--- src/rtl/data_memory_arbiter.sv ---
// Two-requester arbiter/sequencer in front of a single-ported DataMemory.
// Each transaction occupies one ACCESS cycle on the memory bus, then one RESP cycle
// in which the owning port receives its Ack. A waiting port is launched straight out
// of RESP, so two busy requesters are served alternately, one access every two cycles.
module data_memory_arbiter #(
    parameter int unsigned ADDR_W     = 16,
    parameter int unsigned DATA_W     = 16,
    parameter bit          FIXED_PRIO = 1'b0,
    parameter int unsigned CNT_W      = 8
) (
    input  logic              Clock,
    input  logic              Reset_n,
    input  logic              Req0,
    input  logic              Req1,
    input  logic              We0,
    input  logic              We1,
    input  logic [ADDR_W-1:0] Addr0,
    input  logic [ADDR_W-1:0] Addr1,
    input  logic [DATA_W-1:0] WData0,
    input  logic [DATA_W-1:0] WData1,
    output logic              Ack0,
    output logic              Ack1,
    output logic [DATA_W-1:0] RData0,
    output logic [DATA_W-1:0] RData1,
    output logic [ADDR_W-1:0] Mem_Adresa,
    output logic [DATA_W-1:0] Mem_WData,
    output logic              Mem_Write,
    output logic              Mem_Read,
    input  logic [DATA_W-1:0] Mem_RData,
    output logic              Busy,
    output logic [CNT_W-1:0]  GrantCnt0,
    output logic [CNT_W-1:0]  GrantCnt1
);

    typedef enum logic [1:0] {StIdle, StAccess, StResp} state_e;

    state_e            state_q, state_d;
    logic              gnt_q, gnt_d;     // port that owns the latched transaction
    logic              rr_q, rr_d;       // port favoured on the next IDLE conflict
    logic              we_q, we_d;
    logic [ADDR_W-1:0] addr_q, addr_d;
    logic [DATA_W-1:0] wdata_q, wdata_d;
    logic [DATA_W-1:0] rdata0_q, rdata0_d;
    logic [DATA_W-1:0] rdata1_q, rdata1_d;
    logic [CNT_W-1:0]  cnt0_q, cnt0_d;
    logic [CNT_W-1:0]  cnt1_q, cnt1_d;

    logic              launch;
    logic              launch_port;

    // Next-state: arbitration, request latching, read capture and grant counting.
    always_comb begin
        state_d     = state_q;
        gnt_d       = gnt_q;
        rr_d        = rr_q;
        we_d        = we_q;
        addr_d      = addr_q;
        wdata_d     = wdata_q;
        rdata0_d    = rdata0_q;
        rdata1_d    = rdata1_q;
        cnt0_d      = cnt0_q;
        cnt1_d      = cnt1_q;
        launch      = 1'b0;
        launch_port = 1'b0;

        unique case (state_q)
            StIdle: begin
                if (Req0 || Req1) begin
                    launch = 1'b1;
                    if (Req0 && Req1) begin
                        launch_port = FIXED_PRIO ? 1'b0 : rr_q;
                    end else begin
                        launch_port = Req1;
                    end
                end
            end
            StAccess: begin
                state_d = StResp;
                if (!we_q) begin
                    if (gnt_q) begin
                        rdata1_d = Mem_RData;
                    end else begin
                        rdata0_d = Mem_RData;
                    end
                end
                // Counted at the closing edge of ACCESS so the new value shows with Ack.
                if (gnt_q) begin
                    if (cnt1_q != '1) begin
                        cnt1_d = cnt1_q + 1'b1;
                    end
                end else begin
                    if (cnt0_q != '1) begin
                        cnt0_d = cnt0_q + 1'b1;
                    end
                end
            end
            StResp: begin
                // The port being acked is masked; only the other one may launch here.
                rr_d    = ~gnt_q;
                state_d = StIdle;
                if (gnt_q ? Req0 : Req1) begin
                    launch      = 1'b1;
                    launch_port = ~gnt_q;
                end
            end
            default: begin
                state_d = StIdle;
            end
        endcase

        if (launch) begin
            state_d = StAccess;
            gnt_d   = launch_port;
            we_d    = launch_port ? We1 : We0;
            addr_d  = launch_port ? Addr1 : Addr0;
            wdata_d = launch_port ? WData1 : WData0;
        end
    end

    // State registers with synchronous active-low reset.
    always_ff @(posedge Clock) begin
        if (!Reset_n) begin
            state_q  <= StIdle;
            gnt_q    <= 1'b0;
            rr_q     <= 1'b0;
            we_q     <= 1'b0;
            addr_q   <= '0;
            wdata_q  <= '0;
            rdata0_q <= '0;
            rdata1_q <= '0;
            cnt0_q   <= '0;
            cnt1_q   <= '0;
        end else begin
            state_q  <= state_d;
            gnt_q    <= gnt_d;
            rr_q     <= rr_d;
            we_q     <= we_d;
            addr_q   <= addr_d;
            wdata_q  <= wdata_d;
            rdata0_q <= rdata0_d;
            rdata1_q <= rdata1_d;
            cnt0_q   <= cnt0_d;
            cnt1_q   <= cnt1_d;
        end
    end

    // Output decode: strobes and acks are pure functions of the registered state.
    always_comb begin
        Mem_Write  = (state_q == StAccess) && we_q;
        Mem_Read   = (state_q == StAccess) && !we_q;
        Ack0       = (state_q == StResp) && !gnt_q;
        Ack1       = (state_q == StResp) && gnt_q;
        Busy       = (state_q != StIdle);
        Mem_Adresa = addr_q;
        Mem_WData  = wdata_q;
        RData0     = rdata0_q;
        RData1     = rdata1_q;
        GrantCnt0  = cnt0_q;
        GrantCnt1  = cnt1_q;
    end

endmodule

--- config.mk ---
export PLATFORM = sky130hd
export DESIGN_NAME = data_memory_arbiter
export DESIGN_NICKNAME = d
export VERILOG_FILES = /design/src/rtl/data_memory_arbiter.sv
export SDC_FILE = /design/constraint.sdc
export NUM_CORES = 1
export LEC_CHECK = 0
export CORE_MARGIN = 1.5
export CORE_UTILIZATION = 41
export DETAILED_ROUTE_END_ITERATION = 10
export PLACE_DENSITY = 0.92
export SLEW_MARGIN = 0
export SYNTH_ARGS = -nofsm -noshare
export SYNTH_HDL_FRONTEND = slang
export SYNTH_SLANG_ARGS = --single-unit
--- constraint.sdc ---
create_clock -name Clock -period 2.4 [get_ports Clock]
set_clock_uncertainty 0.15 [all_clocks]
set_input_delay 0.6 -clock Clock [delete_from_list [all_inputs] [get_ports Clock]]
set_output_delay 0.6 -clock Clock [all_outputs]
set_load 0.02 [all_outputs]
==> out/metrics.yaml <==
placedInstanceArea_um2: 5330
first_iter_violations: 104
synth_cell_types: 40
asyncSetResetFlopFracSynth_pct: 0
final_nets: 657
netlist_top_cells_area: "dfxtp_1 48%, nand2_1 7.6%, o221ai_1 7.0%, a21oi_1 6.8%, a21oi_2 5.0%"
hpwlAfterDp_mm: 7.57
drc: 0
p_leak_uw: 0.00209
wl_mm: 9.95
cp.arrival_ns: 1.58
synth_edf_count: 0
gp_congestion: 0.803
num_vias: 3540
cts.sinks: 85
die_y_um: 95.6
cp_max_fo: 8
max_stage_delay_ns: 0.54
grt.overflow.total: 0
cts_made_buffers: 9
cts_htree_levels: 3
fin_crit_ns: 2.33
portBuffers: 170
core_um2: 8260
grt_max_degree: 40
r2r_slack_ns: 0.43
layout-drive-gt1-share_pct: 9.58
area_growth_syn_to_layout_pct: 56.9
n_antenna_cell: 0
yosys_warnings: 0
syn_nets: 493
synth-main-ff-cell: "dfxtp_1"
grt_antenna_before_repair: 0
cts_tree: "done"
worstSkewPairLatency_ns: 0.34
min_period_over_period_pct: 97.2
timing.fmax_ghz: 0.429
syn_inst: 405
syn_area_um2: 3510
tightest_slew_ns: 1.05
rsz0062_at_grt: "false"
wire_per_inst_um: 14.7
power_density_nw_per_um2: 593
finalPower_uw: 3270
path_class: "register to output pin"
start_kind: "register"
relSlewSlack_pct: 29.9
finalSetupViolCount: 0
holdWs_ns: 0.306
synth.most_common_cell: "dfxtp_1"
synth_commonest_cells: "85 x dfxtp_1, 71 x nand2_1, 48 x a21oi_1"
detail_route.vias_per_cell: 5.21
drv_cap: 0
hold_viol_final: 0
slew_violations: 0
fin_util_pct: 66.8
crit_buf_inv: 1
cp_cell_sequence: "or2_2, clkdlybuf4s50_1"
status: "finished, final reports clean"
drtAntennaViolNets: 0
clockBufferDepth: 2
cp-end-kind: "output pin"
ios: 171
hold_class: "register to register"
grt_pass1_vias: 3408
stdcell_area_um2: 5510
start_util_pct: 42.5
syn_avg_cell_area_um2: 8.67
peakVddDrop_mv: 0.367
cts_root_buf: "clkbuf_8"
critPathTopFamily: "buffers and inverters"
post_cts_buffers: 0
synth-seq-cells: 85
synth_top_area_cell: "dfxtp_1"
grt_use_total_pct: 22.0
synth_top_area_share_pct: 48.4
die_area_um2: 9130
cp_slowest_cell: "clkdlybuf4s50_1"
grt_pass1_wl_mm: 15.5
rows: 33
drtPass1Iterations: 4
yosysSeqAreaShare_pct: 48.4
dieWidth_um: 95.6
cp_data_required_time_ns: 1.65
clk_pin_slew_ns: 0.09
tns_ns: 0
logic make-up (layout without fill, tap and decap cells):
family	count (synthesis)	in the layout	share of synthesized area (%)
xor+xnor	6	6	1.50
simple gates	123	123	16.4
compound gates	118	118	22.9
flops	85	85	48.4
mux	9	9	2.56
fa+ha+maj	2	2	0.712
buf+inv	62	231	7.48
cells in the final DEF (no fill, tap or decap), drive strengths merged:
| cell type | n |
|---|---|
| dfxtp | 85 |
| nor3 | 3 |
| ha | 2 |
| a311oi | 1 |
| a31oi | 3 |
| mux2i | 9 |
| and3b | 1 |
| clkinvlp | 1 |
| o221ai | 28 |
| nor2 | 14 |
| clkdlybuf4s50 | 166 |
| clkinv | 4 |
| o211ai | 2 |
| a21bo | 1 |
| dlygate4sd2 | 4 |
| buf | 12 |
| nand2b | 5 |
| nand3b | 1 |
| nand2 | 71 |
| o21ai | 10 |
| and4 | 3 |
| and2 | 4 |
| inv | 33 |
| nand3 | 9 |
| nand4 | 2 |
| xor2 | 4 |
| clkbuf | 11 |
| a21boi | 1 |
| nor3b | 5 |
| a211oi | 4 |
| a21oi | 68 |
| or3 | 1 |
| xnor2 | 2 |
| and3 | 1 |
| nor4 | 1 |
| or2 | 1 |
| and4bb | 1 |
what timing repair did:
item | in CTS | in global routing
hold buffers | 0 | 0
hold endpoints to repair | 0 | 0
setup endpoints to repair | 4 | 0
gates resized for setup | 5 | 0
report_power, final:
group / internal (uW) / total, uW / switching, uW
registers: 1500 / 1570 / 61.7
logic: 392 / 770 / 378
clock network: 433 / 932 / 500
total: 2330 / 3270 / 940
worst register-to-register path, stage by stage, from the launching register on:
cell and delay, ns:
dfxtp_1 0.38, buf_4 0.18, a21bo_1 0.22, or3_1 0.40, buf_4 0.23, o221ai_1 0.25, a21oi_2 0.05
sequential cells by signal, summed over array words and instances, names as in the netlist:
register    flops
Mem_Adresa     16
gnt_q           1
Mem_WData      16
GrantCnt0       8
state_q         2
we_q            1
RData1         16
RData0         16
GrantCnt1       8
rr_q            1
final timing paths:
kind / start / endpoint / cells past startpoint
hold / removal: RData0[6] / RData0[6] / 2
setup reg to reg: state_q[1] / Mem_Adresa[7] / 6
setup / recovery: state_q[0] / Busy / 2
hold reg to reg: RData0[6] / RData0[6] / 2
layout make-up:
type | instances | area [um^2]
timing repair buffer | 182 | 1810
clock inverter | 5 | 35.0
multi-input combinational | 258 | 1560
inverter | 33 | 124
fill | 646 | 2750
tap | 105 | 131
sequential | 85 | 1700
clock buffer | 11 | 151
per-layer routing:
| metal | global-route usage, % | up-vias | share of wire [%] | routed length [um] |
|---|---|---|---|---|
| li1 | - | 1734 | - | - |
| met1 | 24.9 | 1637 | 40 | 3930 |
| met2 | 37.1 | 148 | 49 | 4890 |
| met3 | 7.66 | 21 | 8.9 | 886 |
| met4 | 9.56 | 0 | 2.5 | 245 |
| met5 | 0 | - | 0 | 0 |
metrics by stage:
step | instances | setup slack, ns
after global placement | 663 | -0.0355
after CTS | 679 | 0.0352
final | 679 | 0.0672
after floorplan | 405 | 0.341
after detailed placement | 663 | -0.113
after global routing | 679 | 0.00899
(Power assumes the default switching activity.)
